File: src/rtl/ahb_defs.sv
// Shared AHB-lite encodings and the error-response FSM state type.
package ahb_defs;

    localparam logic [1:0] HTRANS_IDLE = 2'b00;
    localparam logic [1:0] HTRANS_BUSY = 2'b01;
    localparam logic [1:0] HTRANS_NSEQ = 2'b10;
    localparam logic [1:0] HTRANS_SEQ  = 2'b11;

    localparam logic [2:0] HSIZE_BYTE = 3'b000;
    localparam logic [2:0] HSIZE_HALF = 3'b001;
    localparam logic [2:0] HSIZE_WORD = 3'b010;

    localparam logic HRESP_OKAY  = 1'b0;
    localparam logic HRESP_ERROR = 1'b1;

    typedef enum logic [1:0] {
        ST_OK   = 2'd0,
        ST_ERR1 = 2'd1,
        ST_ERR2 = 2'd2
    } err_state_t;

endpackage

File: src/rtl/ahb_sram_wbuf.sv
// One-entry write buffer: holds a write whose data phase collided with a
// read address phase, drains it later, and forwards it to matching reads.
module ahb_sram_wbuf #(
    parameter int W_DATA = 32,
    parameter int W_ADDR = 12
) (
    input  logic                  clk,
    input  logic                  rst,
    input  logic                  load_i,
    input  logic                  drain_i,
    input  logic [W_ADDR-1:0]     addr_i,
    input  logic [W_DATA/8-1:0]   mask_i,
    input  logic [W_DATA-1:0]     data_i,
    output logic                  valid_o,
    output logic [W_ADDR-1:0]     addr_o,
    output logic [W_DATA/8-1:0]   mask_o,
    output logic [W_DATA-1:0]     data_o,
    input  logic [W_ADDR-1:0]     rd_addr_i,
    input  logic [W_DATA-1:0]     rd_data_i,
    output logic [W_DATA-1:0]     merged_o
);

    logic                valid_q, valid_d;
    logic [W_ADDR-1:0]   addr_q, addr_d;
    logic [W_DATA/8-1:0] mask_q, mask_d;
    logic [W_DATA-1:0]   data_q, data_d;

    // Next-state: load captures a new entry, drain empties it
    always_comb begin
        valid_d = valid_q;
        addr_d  = addr_q;
        mask_d  = mask_q;
        data_d  = data_q;
        if (load_i) begin
            valid_d = 1'b1;
            addr_d  = addr_i;
            mask_d  = mask_i;
            data_d  = data_i;
        end else if (drain_i) begin
            valid_d = 1'b0;
        end
    end

    // Buffer entry registers
    always_ff @(posedge clk) begin
        if (rst) begin
            valid_q <= 1'b0;
            addr_q  <= '0;
            mask_q  <= '0;
            data_q  <= '0;
        end else begin
            valid_q <= valid_d;
            addr_q  <= addr_d;
            mask_q  <= mask_d;
            data_q  <= data_d;
        end
    end

    // Forwarding: buffered lanes override SRAM data on an address match
    always_comb begin
        merged_o = rd_data_i;
        if (valid_q && (addr_q == rd_addr_i)) begin
            for (int unsigned i = 0; i < W_DATA / 8; i++) begin
                if (mask_q[i]) merged_o[8*i +: 8] = data_q[8*i +: 8];
            end
        end
    end

    assign valid_o = valid_q;
    assign addr_o  = addr_q;
    assign mask_o  = mask_q;
    assign data_o  = data_q;

endmodule

File: src/rtl/ahb_sync_sram.sv
// AHB-lite slave in front of a 1-cycle-latency synchronous SRAM with
// zero-wait reads/writes and a two-cycle ERROR response for illegal transfers.
module ahb_sync_sram
    import ahb_defs::*;
#(
    parameter int W_DATA = 32,
    parameter int W_ADDR = 32,
    parameter int DEPTH  = 4096,
    localparam int W_SRAM_ADDR = $clog2(DEPTH)
) (
    input  logic                   clk,
    input  logic                   rst,
    input  logic                   ahbls_hready,
    output logic                   ahbls_hready_resp,
    output logic                   ahbls_hresp,
    input  logic                   ahbls_hsel,
    input  logic [W_ADDR-1:0]      ahbls_haddr,
    input  logic                   ahbls_hwrite,
    input  logic [1:0]             ahbls_htrans,
    input  logic [2:0]             ahbls_hsize,
    input  logic [2:0]             ahbls_hburst,
    input  logic [3:0]             ahbls_hprot,
    input  logic                   ahbls_hmastlock,
    input  logic [W_DATA-1:0]      ahbls_hwdata,
    output logic [W_DATA-1:0]      ahbls_hrdata,
    output logic [W_SRAM_ADDR-1:0] sram_addr,
    output logic [W_DATA-1:0]      sram_wdata,
    output logic [W_DATA/8-1:0]    sram_wbyte_en,
    output logic                   sram_wen,
    output logic                   sram_ren,
    input  logic [W_DATA-1:0]      sram_rdata
);

    err_state_t               state_q;
    logic                     hready_resp_q, hresp_q;
    logic                     wr_pend_q, rd_pend_q;
    logic [W_SRAM_ADDR-1:0]   wr_addr_q, rd_addr_q;
    logic [W_DATA/8-1:0]      wr_mask_q;

    logic                     trans_active, accept, illegal, acc_rd, acc_wr;
    logic [W_DATA/8-1:0]      hmask;
    logic [W_SRAM_ADDR-1:0]   haddr_word;
    logic                     wb_valid, wb_load, wb_drain;
    logic [W_SRAM_ADDR-1:0]   wb_addr;
    logic [W_DATA/8-1:0]      wb_mask;
    logic [W_DATA-1:0]        wb_data, merged;

    logic unused_ok;
    assign unused_ok = ^{ahbls_haddr[W_ADDR-1:W_SRAM_ADDR+2], ahbls_hburst,
                         ahbls_hprot, ahbls_hmastlock};

    assign haddr_word = ahbls_haddr[W_SRAM_ADDR+1:2];

    // Transfer-type decode: only NSEQ/SEQ carry a real address phase
    always_comb begin
        case (ahbls_htrans)
            HTRANS_NSEQ, HTRANS_SEQ:  trans_active = 1'b1;
            HTRANS_IDLE, HTRANS_BUSY: trans_active = 1'b0;
            default:                  trans_active = 1'b0;
        endcase
    end

    // Byte-lane mask and legality from size and low address bits
    always_comb begin
        hmask   = '0;
        illegal = 1'b0;
        case (ahbls_hsize)
            HSIZE_BYTE: hmask = 4'b0001 << ahbls_haddr[1:0];
            HSIZE_HALF: begin
                hmask   = ahbls_haddr[1] ? 4'b1100 : 4'b0011;
                illegal = ahbls_haddr[0];
            end
            HSIZE_WORD: begin
                hmask   = '1;
                illegal = |ahbls_haddr[1:0];
            end
            default: illegal = 1'b1;
        endcase
    end

    // While HREADYOUT is low (ERR1) address phases are not taken
    assign accept = ahbls_hsel & trans_active & ahbls_hready & (state_q != ST_ERR1);
    assign acc_rd = accept & ~illegal & ~ahbls_hwrite;
    assign acc_wr = accept & ~illegal & ahbls_hwrite;

    // A write data phase colliding with a read address phase is parked;
    // any cycle without a read address phase frees the port for a drain.
    assign wb_load  = wr_pend_q & acc_rd;
    assign wb_drain = wb_valid & ~acc_rd;

    ahb_sram_wbuf #(
        .W_DATA (W_DATA),
        .W_ADDR (W_SRAM_ADDR)
    ) u_wbuf (
        .clk       (clk),
        .rst       (rst),
        .load_i    (wb_load),
        .drain_i   (wb_drain),
        .addr_i    (wr_addr_q),
        .mask_i    (wr_mask_q),
        .data_i    (ahbls_hwdata),
        .valid_o   (wb_valid),
        .addr_o    (wb_addr),
        .mask_o    (wb_mask),
        .data_o    (wb_data),
        .rd_addr_i (rd_addr_q),
        .rd_data_i (sram_rdata),
        .merged_o  (merged)
    );

    // Error-response FSM with registered HREADYOUT/HRESP
    always_ff @(posedge clk) begin
        if (rst) begin
            state_q       <= ST_OK;
            hready_resp_q <= 1'b1;
            hresp_q       <= HRESP_OKAY;
        end else begin
            case (state_q)
                ST_ERR1: begin
                    state_q       <= ST_ERR2;
                    hready_resp_q <= 1'b1;
                    hresp_q       <= HRESP_ERROR;
                end
                default: begin
                    if (accept && illegal) begin
                        state_q       <= ST_ERR1;
                        hready_resp_q <= 1'b0;
                        hresp_q       <= HRESP_ERROR;
                    end else begin
                        state_q       <= ST_OK;
                        hready_resp_q <= 1'b1;
                        hresp_q       <= HRESP_OKAY;
                    end
                end
            endcase
        end
    end

    // Address-phase capture for the following data phase
    always_ff @(posedge clk) begin
        if (rst) begin
            wr_pend_q <= 1'b0;
            rd_pend_q <= 1'b0;
            wr_addr_q <= '0;
            wr_mask_q <= '0;
            rd_addr_q <= '0;
        end else begin
            wr_pend_q <= acc_wr;
            rd_pend_q <= acc_rd;
            if (acc_wr) begin
                wr_addr_q <= haddr_word;
                wr_mask_q <= hmask;
            end
            if (acc_rd) rd_addr_q <= haddr_word;
        end
    end

    // SRAM port: read address phase first, then direct write, then drain
    always_comb begin
        sram_ren      = acc_rd & ~rst;
        sram_wen      = (wr_pend_q | wb_valid) & ~acc_rd & ~rst;
        sram_addr     = wb_addr;
        sram_wdata    = wb_data;
        sram_wbyte_en = wb_mask;
        if (acc_rd) begin
            sram_addr = haddr_word;
        end else if (wr_pend_q) begin
            sram_addr     = wr_addr_q;
            sram_wdata    = ahbls_hwdata;
            sram_wbyte_en = wr_mask_q;
        end
    end

    assign ahbls_hready_resp = hready_resp_q;
    assign ahbls_hresp       = hresp_q;
    assign ahbls_hrdata      = rd_pend_q ? merged : '0;

    // The write address cycle took no read, so the buffer drained then
    assert property (@(posedge clk) disable iff (rst) wr_pend_q |-> !wb_valid);

endmodule

File: config.mk
export PLATFORM = sky130hd
export DESIGN_NAME = ahb_sync_sram
export DESIGN_NICKNAME = d
export VERILOG_FILES = /design/src/rtl/ahb_defs.sv /design/src/rtl/ahb_sram_wbuf.sv /design/src/rtl/ahb_sync_sram.sv
export SDC_FILE = /design/constraint.sdc
export NUM_CORES = 1
export LEC_CHECK = 0
export ABC_AREA = 1
export CAP_MARGIN = 20
export CORE_ASPECT_RATIO = 0.6
export CORE_MARGIN = 3
export CORE_UTILIZATION = 45
export CTS_BUF_LIST = sky130_fd_sc_hd__clkbuf_4 sky130_fd_sc_hd__clkbuf_8 sky130_fd_sc_hd__clkbuf_16
export CTS_CLUSTER_DIAMETER = 100
export DETAILED_ROUTE_END_ITERATION = 8
export HOLD_SLACK_MARGIN = 0.06
export MAX_ROUTING_LAYER = met4
export PLACE_DENSITY = 0.8
export SYNTH_ARGS = -nofsm -noshare
export SYNTH_HDL_FRONTEND = slang
export SYNTH_SLANG_ARGS = --single-unit
File: constraint.sdc
create_clock -name clk -period 2.6 [get_ports clk]
set_input_delay 0.39 -clock clk [delete_from_list [all_inputs] [get_ports clk]]
set_output_delay 0.39 -clock clk [all_outputs]
set_load 0.05 [all_outputs]
==> impl_metrics.json <==
{
  "status": "complete, no violations",
  "synth_xor_area_share_pct": 0.344,
  "cp.arrival_ns": 2.15,
  "grt_pass1_wl_um": 24400,
  "cp-end-kind": "primary output",
  "gr-total-overflow": 0,
  "clkSinkCount": 83,
  "routedWlPerCell_um": 13.6,
  "critPathMaxStageDelay_ns": 0.36,
  "dieArea_sq_um": 12700,
  "vdd_drop_max_mv": 0.400,
  "synth_top_area_share_pct": 32.7,
  "diodes": 0,
  "placed_cells": 1192,
  "skew_ns": 0.0110,
  "path_cells": "inv_1 > nand2_1 > nand2_1 > nor2_2 > nand2_1 > nor2_4 > buf_12 > nand3_2 > nand2_1 > inv_1 > nor2_1 > buf_12",
  "final_cell_mix": "nand2_1 (297), inv_1 (171), nor2_1 (124)",
  "worstPathRequired_ns": 2.21,
  "gp_congestion": 0.816,
  "fin_area_sq_um": 8470,
  "synth_top_family_by_area": "simple AND/OR/NAND/NOR gates",
  "drtIter0Drc": 421,
  "viasPerCell": 4.91,
  "path_max_fanout": 8,
  "fp.dieW_um": 143,
  "grt_pass1_vias": 5244,
  "finish.net_count": 1188,
  "ys_seq_area_share_pct": 32.7,
  "crit_type": "reg2out",
  "syn-num-nets": 1015,
  "fillers": 763,
  "insertion_delay_ns": 0.34,
  "cts_made_buffers": 9,
  "worstSetupStartpointType": "register",
  "synth_compound_area_share_pct": 9.42,
  "core_sq_um": 10800,
  "grt_antenna_before_repair": 0,
  "hold_viol": 0,
  "multi_input_area_sq_um": 2650,
  "relSlewSlack_pct": 50.3,
  "dp_hpwl_um": 11200,
  "grt_start_max_net_pins": 65,
  "tightest_slew_ns": 0.745,
  "p_total_mw": 3.08,
  "clk_pin_slew_worst_paths_ns": 0.06,
  "ant_nets": 0,
  "fin_crit_sh_pct": 97.6,
  "netlist_area_sq_um": 5080,
  "drt-pass1-iter-count": 5,
  "seq_area_sq_um": 1660,
  "cts_htree_levels": 3,
  "ioPinCount": 198,
  "cp_top_family": "simple AND/OR/NAND/NOR gates",
  "clockRootBuffer": "clkbuf_16",
  "drc_errors": 0,
  "drive_above_1_share_pct": 17.9,
  "ys_seq_elements": 83,
  "syn_area_per_cell_sq_um": 5.64,
  "hp-class": "reg2reg",
  "holdWs_ns": 0.473,
  "yosys-top-cells-area": "dfxtp_1 (33%), nand2_1 (22%), inv_1 (13%)",
  "dr_total_vias": 5980,
  "yosys.area_share.simple_pct": 39.8,
  "synth_fa_ha_area_share_pct": 0,
  "syn_inst": 901,
  "rows": 29,
  "cts_max_path_buffers": 2,
  "dieHeight_um": 88.3,
  "wl_um": 16500,
  "rsz0062_at_grt": "yes",
  "powerDensity_nw_per_um2": 364,
  "placed_cell_area_sq_um": 7830,
  "muxShareOfSynthArea_pct": 0,
  "synthToLayoutAreaGrowth_pct": 66.7,
  "synth_cell_types": 22,
  "final_common_cell": "nand2_1",
  "initial_core_util_pct": 47.2,
  "ys_warn_count": 0,
  "cts_tree": "done",
  "tns_ns": 0,
  "min_period_ns": 2.54,
  "fin_cells": 1218,
  "setup_viol": 0,
  "leakagePower_nw": 3.72,
  "clock.fmax_mhz": 394,
  "path_buf_inv": 4,
  "yosysTopAreaCell": "dfxtp_1",
  "max-cap-violations": 0,
  "maxSlewViolCount": 0,
  "numPortBuffers": 170,
  "cp_slowest_cell": "dfxtp_1",
  "grt_use_total_pct": 24.6,
  "crit_top_cell": "nand2_1"
}
-- state kept, by name (all words and copies together) (netlist names) --
| register | count |
|---|---|
| ahbls_hready_resp | 1 |
| wr_pend_q | 1 |
| rd_addr_q | 12 |
| state_q | 2 |
| u_wbuf.data_o | 32 |
| ahbls_hresp | 1 |
| wr_addr_q | 12 |
| u_wbuf.mask_o | 4 |
| u_wbuf.addr_o | 12 |
| rd_pend_q | 1 |
| u_wbuf.valid_o | 1 |
| wr_mask_q | 4 |
-- layout make-up --
type / instances / share of cell area [%]
Sequential cell: 83 / 19.6
Timing Repair Buffer: 210 / 35.2
Clock buffer: 10 / 2.82
Multi-Input combinational cell: 592 / 31.2
Clock inverter: 6 / 1.12
Tap cell: 139 / 2.05
Inverter: 178 / 7.94
-- power by group --
group / leakage, nW / switching [mW] / internal (mW)
Combinational: 2.89 / 0.176 / 0.193
Sequential: 0.670 / 0.00450 / 1.28
Clock: 0.164 / 0.553 / 0.878
-- tightest hold or removal path, cell delays in order (launching register included) --
cell and delay [ns]:
dfxtp_1 0.31, nand3_1 0.07, nand2_1 0.05
-- worst paths after layout --
check	start	end	slack (ns)	cells past startpoint
hold reg to reg	wr_mask_q[3]	wr_mask_q[3]	0.47	2
setup / recovery	rd_addr_q[8]	ahbls_hrdata[20]	0.06	12
setup reg to reg	state_q[0]	u_wbuf.data_o[13]	0.88	10
hold / removal	wr_mask_q[3]	wr_mask_q[3]	0.47	2
-- per-stage QoR --
step	util [%]	setup slack [ns]
global placement	72.6	0.0701
global route	78.6	-0.0500
detailed placement	72.6	-0.00179
finish	78.6	0.0622
floorplan	-	-0.0563
CTS	76.4	0.00688
-- synthesized netlist by cell type --
cell	n
buf_1	10
o21ai_1	1
nor3_1	1
a21oi_1	25
nand3_1	7
dfxtp_1	83
nor2_1	141
buf_4	6
buf_2	19
nand4_1	32
a21oi_2	1
inv_2	6
nor2_4	4
buf_6	1
nand3_2	5
nand2_1	299
nor2_2	3
xnor2_1	2
or2_2	3
o21ai_0	68
clkbuf_1	12
inv_1	172
-- logic make-up after synthesis --
| group | after synthesis |
|---|---|
| buffers and inverters | 226 |
| xor gates and xnor gates | 2 |
| DFF | 83 |
| and+or+nand+nor | 495 |
| AOI/OAI and AO/OA | 95 |
-- per-layer routing --
layer / vias to the layer above / global-route usage, % / share of wire (%)
met2: 225 / 37.6 / 45
met3: 20 / 7.88 / 8.4
met1: 2706 / 31.5 / 45
met5: - / - / 0
li1: 3029 / - / -
met4: 0 / 6.58 / 1.4
-- timing repair --
item / 4_1_cts / 5_1_grt
hold buffers: 0 / 0
gates resized for setup: 3 / 75
setup buffers: 6 / 0
setup endpoints to repair: 35 / 82
pin swaps: 2 / 4
gates cloned: 0 / 4
Note: power is estimated with default switching activity, not from simulation.
